$ cat src/rtl/uart_pkg.sv
// Shared UART definitions: FSM state encoding, default line settings and
// the oversample tick divider calculation used by both link directions.
package uart_pkg;

  typedef enum logic [1:0] {
    IDLE  = 2'd0,
    START = 2'd1,
    DATA  = 2'd2,
    STOP  = 2'd3
  } state_t;

  localparam int DEFAULT_CLK_FREQ  = 50_000_000;
  localparam int DEFAULT_BAUD_RATE = 115200;
  localparam int DATA_BITS         = 8;

  // Clocks per oversample tick, floored; never below one clock.
  function automatic int calc_tick_div(input int clk_freq, input int baud_rate,
                                       input int oversample);
    int div;
    div = clk_freq / (baud_rate * oversample);
    if (div < 1) begin
      div = 1;
    end else begin
      div = div;
    end
    return div;
  endfunction

endpackage

$ cat src/rtl/uart_rx_if.sv
// Byte-side and line-side signals of the UART receiver. The master drives the
// serial line and consumes bytes; the slave is the receiver itself.
interface uart_rx_if;
  import uart_pkg::*;

  logic                 rx;
  logic [DATA_BITS-1:0] rx_data;
  logic                 rx_valid;
  logic                 rx_busy;
  logic                 rx_frame_err;

  modport master (
    output rx,
    input  rx_data,
    input  rx_valid,
    input  rx_busy,
    input  rx_frame_err
  );

  modport slave (
    input  rx,
    output rx_data,
    output rx_valid,
    output rx_busy,
    output rx_frame_err
  );

endinterface

$ cat src/rtl/uart_sync2.sv
// Two-flop synchronizer for a single asynchronous bit; both flops load
// RST_VAL on reset so an idle-high line shows no edge coming out of reset.
module uart_sync2 #(
  parameter logic RST_VAL = 1'b1
) (
  input  logic clk,
  input  logic rst,
  input  logic i_d,
  output logic o_q
);

  logic r_meta;
  logic r_q;

  // Metastability chain
  always_ff @(posedge clk) begin
    if (rst) begin
      r_meta <= RST_VAL;
      r_q    <= RST_VAL;
    end else begin
      r_meta <= i_d;
      r_q    <= r_meta;
    end
  end

  assign o_q = r_q;

endmodule

$ cat src/rtl/uart_rx.sv
// 8N1 UART receiver with OVERSAMPLE-times oversampling. Emits each good byte
// with a one-cycle valid strobe and flags a low stop bit as a frame error.
module uart_rx
  import uart_pkg::*;
#(
  parameter int CLK_FREQ   = DEFAULT_CLK_FREQ,
  parameter int BAUD_RATE  = DEFAULT_BAUD_RATE,
  parameter int OVERSAMPLE = 16
) (
  input  logic       clk,
  input  logic       rst,
  uart_rx_if.slave   if_rx
);

  localparam int TICK_DIV = calc_tick_div(CLK_FREQ, BAUD_RATE, OVERSAMPLE);
  localparam int TICK_W   = (TICK_DIV > 1) ? $clog2(TICK_DIV) : 1;
  localparam int SMP_W    = $clog2(OVERSAMPLE);

  localparam logic [TICK_W-1:0] TICK_LAST = TICK_W'(TICK_DIV - 1);
  localparam logic [SMP_W-1:0]  SMP_MID   = SMP_W'(OVERSAMPLE / 2 - 1);
  localparam logic [SMP_W-1:0]  SMP_LAST  = SMP_W'(OVERSAMPLE - 1);
  localparam logic [2:0]        BIT_LAST  = 3'(DATA_BITS - 1);

  logic                 w_rx_s;
  logic                 w_fall;
  logic                 w_tick;

  logic                 r_rx_prev;
  logic [TICK_W-1:0]    r_tick_cnt;
  logic [SMP_W-1:0]     r_smp_cnt;
  logic [2:0]           r_bit_cnt;
  logic [DATA_BITS-1:0] r_shift;
  state_t               r_state;

  logic [DATA_BITS-1:0] r_data;
  logic                 r_valid;
  logic                 r_frame_err;
  logic                 r_busy;

  state_t               w_state_nxt;
  logic                 w_start_det;
  logic                 w_smp_clr;
  logic                 w_shift_en;
  logic                 w_valid_set;
  logic                 w_ferr_set;

  uart_sync2 #(.RST_VAL(1'b1)) u_sync (
    .clk (clk),
    .rst (rst),
    .i_d (if_rx.rx),
    .o_q (w_rx_s)
  );

  assign w_fall = r_rx_prev & ~w_rx_s;
  assign w_tick = (r_tick_cnt == TICK_LAST);

  // Edge register tracks the line in every state, so a line stuck low after
  // a frame error cannot produce a new start edge until it has gone high.
  always_ff @(posedge clk) begin
    if (rst) begin
      r_rx_prev <= 1'b1;
    end else begin
      r_rx_prev <= w_rx_s;
    end
  end

  // Oversample tick divider, re-phased on each detected start edge
  always_ff @(posedge clk) begin
    if (rst) begin
      r_tick_cnt <= '0;
    end else if (w_start_det || w_tick) begin
      r_tick_cnt <= '0;
    end else begin
      r_tick_cnt <= r_tick_cnt + TICK_W'(1);
    end
  end

  // Next-state and datapath control
  always_comb begin
    w_state_nxt = r_state;
    w_start_det = 1'b0;
    w_smp_clr   = 1'b0;
    w_shift_en  = 1'b0;
    w_valid_set = 1'b0;
    w_ferr_set  = 1'b0;

    case (r_state)
      IDLE: begin
        if (w_fall) begin
          w_state_nxt = START;
          w_start_det = 1'b1;
          w_smp_clr   = 1'b1;
        end else begin
          w_state_nxt = IDLE;
        end
      end

      // A line that is high again at mid start bit was only a glitch
      START: begin
        if (w_tick && (r_smp_cnt == SMP_MID)) begin
          w_smp_clr = 1'b1;
          if (w_rx_s) begin
            w_state_nxt = IDLE;
          end else begin
            w_state_nxt = DATA;
          end
        end else begin
          w_state_nxt = START;
        end
      end

      DATA: begin
        if (w_tick && (r_smp_cnt == SMP_LAST)) begin
          w_shift_en = 1'b1;
          w_smp_clr  = 1'b1;
          if (r_bit_cnt == BIT_LAST) begin
            w_state_nxt = STOP;
          end else begin
            w_state_nxt = DATA;
          end
        end else begin
          w_state_nxt = DATA;
        end
      end

      STOP: begin
        if (w_tick && (r_smp_cnt == SMP_LAST)) begin
          w_state_nxt = IDLE;
          w_smp_clr   = 1'b1;
          if (w_rx_s) begin
            w_valid_set = 1'b1;
          end else begin
            w_ferr_set  = 1'b1;
          end
        end else begin
          w_state_nxt = STOP;
        end
      end

      default: begin
        w_state_nxt = IDLE;
        w_smp_clr   = 1'b1;
      end
    endcase
  end

  // State register
  always_ff @(posedge clk) begin
    if (rst) begin
      r_state <= IDLE;
    end else begin
      r_state <= w_state_nxt;
    end
  end

  // Sample counter: restarts on every state entry, parked at zero in IDLE
  always_ff @(posedge clk) begin
    if (rst) begin
      r_smp_cnt <= '0;
    end else if (w_smp_clr) begin
      r_smp_cnt <= '0;
    end else if (w_tick && (r_state != IDLE)) begin
      r_smp_cnt <= r_smp_cnt + SMP_W'(1);
    end else begin
      r_smp_cnt <= r_smp_cnt;
    end
  end

  // Bit counter and LSB-first shift register
  always_ff @(posedge clk) begin
    if (rst) begin
      r_bit_cnt <= 3'd0;
      r_shift   <= '0;
    end else if (w_start_det) begin
      r_bit_cnt <= 3'd0;
      r_shift   <= r_shift;
    end else if (w_shift_en) begin
      r_bit_cnt <= r_bit_cnt + 3'd1;
      r_shift   <= {w_rx_s, r_shift[DATA_BITS-1:1]};
    end else begin
      r_bit_cnt <= r_bit_cnt;
      r_shift   <= r_shift;
    end
  end

  // Registered outputs; busy follows the next state so it drops with the strobe
  always_ff @(posedge clk) begin
    if (rst) begin
      r_data      <= '0;
      r_valid     <= 1'b0;
      r_frame_err <= 1'b0;
      r_busy      <= 1'b0;
    end else begin
      r_valid     <= w_valid_set;
      r_frame_err <= w_ferr_set;
      r_busy      <= (w_state_nxt != IDLE);
      if (w_valid_set) begin
        r_data <= r_shift;
      end else begin
        r_data <= r_data;
      end
    end
  end

  assign if_rx.rx_data      = r_data;
  assign if_rx.rx_valid     = r_valid;
  assign if_rx.rx_frame_err = r_frame_err;
  assign if_rx.rx_busy      = r_busy;

endmodule
$ cat src/flat_wrapper.sv
// flat-port wrapper written by rule: the top's interface ports become plain ports
module uart_rx_flat import uart_pkg::*;
#(
  parameter int CLK_FREQ   = DEFAULT_CLK_FREQ,
  parameter int BAUD_RATE  = DEFAULT_BAUD_RATE,
  parameter int OVERSAMPLE = 16
)
  (clk, rst, if_rx_rx, if_rx_rx_data, if_rx_rx_valid, if_rx_rx_busy, if_rx_rx_frame_err);
  uart_rx_if if_rx_i ();
  input  logic clk;
  input  logic rst;
  input wire logic [$bits(if_rx_i.rx)-1:0] if_rx_rx;
  output wire logic [$bits(if_rx_i.rx_data)-1:0] if_rx_rx_data;
  output wire logic [$bits(if_rx_i.rx_valid)-1:0] if_rx_rx_valid;
  output wire logic [$bits(if_rx_i.rx_busy)-1:0] if_rx_rx_busy;
  output wire logic [$bits(if_rx_i.rx_frame_err)-1:0] if_rx_rx_frame_err;
  assign if_rx_i.rx = if_rx_rx;
  assign if_rx_rx_data = if_rx_i.rx_data;
  assign if_rx_rx_valid = if_rx_i.rx_valid;
  assign if_rx_rx_busy = if_rx_i.rx_busy;
  assign if_rx_rx_frame_err = if_rx_i.rx_frame_err;
  uart_rx #(.CLK_FREQ(CLK_FREQ), .BAUD_RATE(BAUD_RATE), .OVERSAMPLE(OVERSAMPLE)) u_core (.clk(clk), .rst(rst), .if_rx(if_rx_i));
endmodule
$ cat config.mk
export PLATFORM = sky130hd
export DESIGN_NAME = uart_rx_flat
export DESIGN_NICKNAME = d
export VERILOG_FILES = /design/src/rtl/uart_pkg.sv /design/src/rtl/uart_rx_if.sv /design/src/rtl/uart_sync2.sv /design/src/rtl/uart_rx.sv /design/src/flat_wrapper.sv
export SDC_FILE = /design/constraint.sdc
export NUM_CORES = 1
export LEC_CHECK = 0
export ABC_AREA = 1
export CELL_PAD_IN_SITES_DETAIL_PLACEMENT = 0
export CELL_PAD_IN_SITES_GLOBAL_PLACEMENT = 1
export CORE_MARGIN = 1
export CORE_UTILIZATION = 41
export DETAILED_ROUTE_END_ITERATION = 6
export GPL_TIMING_DRIVEN = 1
export PLACE_DENSITY_LB_ADDON = 0.1
export SYNTH_ARGS = -nofsm -noshare
export SYNTH_HDL_FRONTEND = slang
export SYNTH_HIERARCHICAL = 1
export SYNTH_SLANG_ARGS = --single-unit
$ cat constraint.sdc
create_clock -name clk -period 2.1 [get_ports clk]
set_clock_uncertainty 0.15 [all_clocks]
set_input_delay 0.315 -clock clk [delete_from_list [all_inputs] [get_ports clk]]
set_output_delay 0.315 -clock clk [all_outputs]
set_load 0.01 [all_outputs]
== After elaboration in Yosys (flattened, before gate mapping) ==
Index checks and enable logic that the tools add are counted.
Word-level totals
  flip-flop bits (word level): 36
  input bits: 3
  output and inout bits: 11
  word-level logic and storage cells: 57
Cells by class
  add/sub/neg operators: 3
  equality and inequality tests: 7
  mux-type cells: 17
  bitwise gates (word level): 5
  reductions and logical operators: 13
Operators with widths (number)
  two-way mux 1 bit: 12
  case mux 2 bit (4 select lines): 1
  OR reduction 2 bit: 4
  two-way mux 2 bit: 3
  adder 5 x 1 -> 5 bit, second input constant: 1
  == test 5 bit, second input constant: 1
  adder 4 x 1 -> 4 bit, second input constant: 1
  == test 2 bit, second input constant: 2
  == test 4 x 3 -> 1 bit, second input constant: 1
  == test 4 bit, second input constant: 1
  NOT 1 bit: 4
  nonzero test 2 bit: 2
  adder 3 x 1 -> 3 bit, second input constant: 1
  == test 3 bit, second input constant: 1
  logical AND 1 bit: 3
  case mux 1 bit (3 select lines): 1
  OR reduction 3 bit: 1
  == test 2 x 1 -> 1 bit, second input constant: 1
  zero test 2 bit: 1
  AND reduction 2 bit: 1
  bitwise AND 1 bit: 1
  logical OR 1 bit: 1

== Depth between registers and ports, before layout ==
  word-level depth: 6
  mapped depth: 10
  mapped depth without buffers: 9

== Cells and area by module ==
Netlist, hierarchy kept.
Modules (own cells, without submodules)
  uart_rx: times used 1, cells an instance 174, area each 1392.6 um^2, sequential area each 680.7 um^2
  uart_sync2: times used 1, cells an instance 7, area each 58.8 um^2, sequential area each 40.0 um^2

== Least setup slack after synthesis ==
No wires, ideal clock.
  path type: register -> register
  start point: register u_core.r_tick_cnt[0]
  end point: register u_core.r_data[6], in the netlist u_core/if_rx.rx_data[6]
  setup time: 0.132 ns
  data arrival time: 1.266 ns
  data required time: 1.818 ns
  setup slack: 0.552 ns
  cell stages (with the launch flop): 10
  path buffers: 0
  clock period less this slack: 1.548 ns
  cells stage by stage: dfxtp_1 > inv_1 > ha_1 > nand2_2 > nor2_4 > nand2_4 > inv_2 > nand3_1 > nand2_1 > a21oi_1
Between the ends
  longest elaborated chain between the ends: 4
RTL lines
  start, declared: line uart_rx.sv:29  | logic [TICK_W-1:0] r_tick_cnt;
  start signal, assigned: line uart_rx.sv:74  | r_tick_cnt <= r_tick_cnt + TICK_W'(1);
  == test 5 bit: line uart_rx.sv:55  | assign w_tick = (r_tick_cnt == TICK_LAST);
  logical AND 1 bit: line uart_rx.sv:127  | if (w_tick && (r_smp_cnt == SMP_LAST)) begin
  two-way mux 1 bit: line uart_rx.sv:127
  two-way mux 1 bit: line uart_rx.sv:87  | case (r_state)
  end signal, assigned: line uart_rx.sv:198  | r_data <= r_shift;
  end signal, assigned: line uart_rx.sv:200  | r_data <= r_data;
  end, declared: line uart_rx.sv:35  | logic [DATA_BITS-1:0] r_data;
Every way passes these cells.
A chain may end at the register's enable or synchronous reset.

== Worst setup path in the final report ==
  start point: register u_core.r_tick_cnt[0]
  end point: register u_core.r_shift[0]
Between the ends
  longest elaborated chain between the ends: 5
RTL lines
  == test 5 bit: line uart_rx.sv:55
  logical AND 1 bit: line uart_rx.sv:113  | if (w_tick && (r_smp_cnt == SMP_LAST)) begin
  two-way mux 1 bit: line uart_rx.sv:113
  two-way mux 1 bit: line uart_rx.sv:87
  AND reduction 2 bit (no source line)
  end signal, assigned: line uart_rx.sv:176  | r_shift <= r_shift;
  end signal, assigned: line uart_rx.sv:179  | r_shift <= {w_rx_s, r_shift[DATA_BITS-1:1]};
  end signal, assigned: line uart_rx.sv:182  | r_shift <= r_shift;
  end, declared: line uart_rx.sv:32  | logic [DATA_BITS-1:0] r_shift;
Every way passes these cells.

==> results.rst <==
.. list-table::
   :header-rows: 1

   * - Metric
     - Value
   * - Share of total power consumed by net switching
     - 0.225
   * - Mean Syn Cell Area
     - 8.02 µm²
   * - Initial antenna violation count
     - 0
   * - Type of the most critical hold path
     - reg -> reg
   * - Element type at the critical path end
     - flip-flop
   * - Number of unique standard cell types used by synthesis
     - 24
   * - Wirelength per Cell
     - 10.1 µm
   * - Number of ports placed on the die boundary
     - 14
   * - Number of clock sinks seen by CTS
     - 36
   * - Via count of the first global-routing pass
     - 971
   * - Crit start category
     - flip-flop
   * - Worst skew pair latency
     - 0.34 ns
   * - Total congestion overflow
     - 0
   * - Post-cts sizing count
     - 0
   * - Proportion of synthesized flip-flops having asynchronous set or reset
     - 0
   * - Netlist Area Pre-Place
     - 1450 µm²
   * - Std cell rows
     - 21
   * - Number of nets still failing antenna checks after routing
     - 0
   * - Leakage power figure
     - 0.653 nW
   * - Routed WL
     - 2470 µm
   * - Ordered list of cells on the worst path
     - inv_1 > ha_1 > nand2_2 > nor2_4 > nand2_4 > inv_2 > nand2_1 > nand2_1 > a21oi_1
   * - Number of violations reported at the end of detailed-routing iteration 0
     - 43
   * - CTS tree
     - done
   * - Number of detailed-route iterations in the first pass
     - 4
   * - Setup TNS
     - 0 ns
   * - CP most frequent cell
     - sky130_fd_sc_hd__nand2_1
   * - Number of warnings reported in the yosys synthesis log
     - 6
   * - Area added between synthesis and finish
     - 15.1%
   * - Final cycle utilization of the critical path
     - 0.894
   * - Number of port buffers
     - 13
   * - Die Area
     - 3780 µm²
   * - Power per unit of standard cell area
     - 640 nW/µm²
   * - Number of nets in the final layout
     - 206
   * - Worst Max-Slew Pin Slew
     - 0.499 ns
   * - Cells after synthesis
     - 181
   * - Slowest cell delay on critical path
     - 0.34 ns
   * - CP max stage cell
     - sky130_fd_sc_hd__dfxtp_1
   * - Starting density of the core
     - 0.432
   * - Net switching power
     - 0.000240 W
   * - Int Power
     - 0.000829 W
   * - Hold path cells
     - 2
   * - Outcome
     - finished clean
   * - Setup bufs post-CTS
     - 0
   * - Weighted congestion at the end of routability-driven global placement
     - 0.799
   * - Setup-failing EPs final
     - 0
   * - Post-cts hold buffer count
     - 0
   * - Required time at the endpoint of the critical path
     - 2.18 ns
   * - Root Driver
     - sky130_fd_sc_hd__clkbuf_4
   * - Crit path max fanout
     - 13
   * - Share of post-route cells with drive strength above 1
     - 0.0859
   * - Layout fillers
     - 336
   * - Peak VDD IR
     - 0.000346 V
   * - Average via count per standard cell
     - 4.74
   * - Primary flip-flop cell chosen by synthesis mapping
     - sky130_fd_sc_hd__dfxtp_1
   * - Data arrival at the endpoint of the critical path
     - 1.96 ns
   * - Die height
     - 61.5 µm
   * - Setup repair after global routing missed its margin
     - false
   * - Count of maximum capacitance violations
     - 0
   * - Clock tree buffer depth
     - 2
   * - Final hold vios
     - 0
   * - First-pass GRT wire length
     - 4350 µm
   * - Depth of the CTS H-tree
     - 2
   * - Maximum number of pins on one net before global-route repair
     - 19
   * - Number of buffers created by CTS
     - 5
   * - Overall via count from detail_route
     - 1156
   * - Part of the power in combinational logic
     - 0.037
   * - HPWL after detailed placement
     - 1820 µm
   * - #FFs+latches synth
     - 36
   * - Syn Nets
     - 189
   * - Final Total Pwr
     - 0.00107 W
   * - Number of cells on the worst reg-to-reg path
     - 9
   * - Die X-Extent
     - 61.5 µm
   * - GRT Util Overall
     - 0.162
   * - Number of inserted diodes
     - 0
   * - Maximum clock frequency
     - 0.533 GHz
   * - Flop pwr share
     - 0.652
   * - Slew Viols, Final
     - 0
   * - Number of synthesized flops with an enable pin
     - 0
   * - Worst Setup Path Type
     - reg -> reg
   * - Register clock-pin slew on the reported worst setup and hold paths
     - 0.10 ns
   * - Part of the power in the clock network
     - 0.311
   * - Worst relative slew slack
     - 0.664
   * - Final period demand of the worst path
     - 1.88 ns
   * - Core Region
     - 3360 µm²
   * - Sequential fraction of the synthesis area
     - 0.497
   * - Drc violations
     - 0
==> cell type report <==
class,instances,area (µm²),share of cell area
Clock buffer,6,41.3,0.0247
Clock inverter,1,5.00,0.00300
Inverter,15,56.3,0.0337
Multi-Input combinational cell,125,644,0.386
Sequential cell,36,721,0.431
Tap cell,46,57.6,0.0345
Timing Repair Buffer,15,145,0.0869
==> synth_stat cells, types with 2 or more instances <==
cell | n | area (µm²)
sky130_fd_sc_hd__nand2_1 | 48 | 180
sky130_fd_sc_hd__dfxtp_1 | 36 | 721
sky130_fd_sc_hd__a21oi_1 | 24 | 120
sky130_fd_sc_hd__nand3_1 | 17 | 85.1
sky130_fd_sc_hd__inv_1 | 13 | 48.8
sky130_fd_sc_hd__nor2_1 | 10 | 37.5
sky130_fd_sc_hd__ha_1 | 5 | 62.6
sky130_fd_sc_hd__nand4_1 | 4 | 25.0
sky130_fd_sc_hd__buf_2 | 3 | 15.0
sky130_fd_sc_hd__xor2_1 | 3 | 26.3
sky130_fd_sc_hd__inv_2 | 2 | 7.51
sky130_fd_sc_hd__nand2_2 | 2 | 12.5
sky130_fd_sc_hd__nand3b_1 | 2 | 15.0
sky130_fd_sc_hd__o21ai_0 | 2 | 10.0
==> worst max-delay path: cells and delay by family (launching register included) <==
family	cells	cell delay [ns]
fa+ha+maj	1	0.15
flops	1	0.34
simple gates	5	0.83
compound gates	1	0.07
buf+inv	2	0.24
==> state kept, by name, indices dropped and copies added (netlist names) <==
signal and flops:
u_core/if_rx.rx_busy 1, u_core/r_shift 8, u_core/u_sync/r_meta 1, u_core/r_smp_cnt 4, u_core/r_state 2, u_core/if_rx.rx_frame_err 1
u_core/if_rx.rx_valid 1, u_core/r_tick_cnt 5, u_core/if_rx.rx_data 8, u_core/r_bit_cnt 3, u_core/r_rx_prev 1, u_core/u_sync/o_q 1
==> per-layer routing <==
layer,up-vias,track usage,routed length [µm]
li1,624,-,-
met1,507,0.230,1260
met2,20,0.201,1030
met3,5,0.0819,128
met4,0,0.0667,47
met5,-,0,0
==> power groups by stage <==
stage / Clock [W] / Sequential [W] / Combinational (W)
2_1_floorplan: 0 / 0.000713 / 0.0000266
6_report: 0.000332 / 0.000698 / 0.0000396
4_1_cts: 0.000348 / 0.000698 / 0.0000400
3_5_place_dp: 0 / 0.000714 / 0.0000400
3_3_place_gp: 0 / 0.000714 / 0.0000397
5_1_grt: 0.000382 / 0.000699 / 0.0000474
==> through the flow <==
step	hold slack, ns	utilization	instances	cell area (µm²)	setup slack [ns]
2_1_floorplan	0.237	-	181	1450	0.552
3_3_place_gp	0.249	0.483	237	1620	0.291
3_5_place_dp	0.255	0.483	237	1620	0.233
4_1_cts	0.281	0.497	244	1670	0.212
5_1_grt	0.316	0.497	244	1670	0.0209
6_report	0.276	0.497	244	1670	0.223
==> kinds of logic (layout without fill, tap and decap cells) <==
logic type	after synthesis	count (layout)	share of synthesized area
fa+ha+maj	5	5	0.0431
buf+inv	20	37	0.0595
simple gates	90	90	0.288
compound gates	27	27	0.0948
flops	36	36	0.497
xor+xnor	3	3	0.0181
==> worst paths after layout <==
path / from / end / slack (ns)
max: u_core/r_tick_cnt[0] / u_core/r_shift[0] / 0.22
min: u_core/u_sync/r_meta / u_core/u_sync/o_q / 0.28
max reg2reg: u_core/r_tick_cnt[0] / u_core/r_shift[0] / 0.22
min reg2reg: u_core/u_sync/r_meta / u_core/u_sync/o_q / 0.28
==> cell usage in the layout (no fill, tap or decap), drive strengths merged, types with 3 or more instances in the layout <==
cell,netlist,layout
nand2,51,51
ha,5,5
clkbuf,1,6
a21oi,24,24
nor2,12,12
xor2,3,3
nand4,4,4
dfxtp,36,36
clkdlybuf4s50,0,13
inv,15,15
nand3,17,17
(Power assumes the default switching activity.)
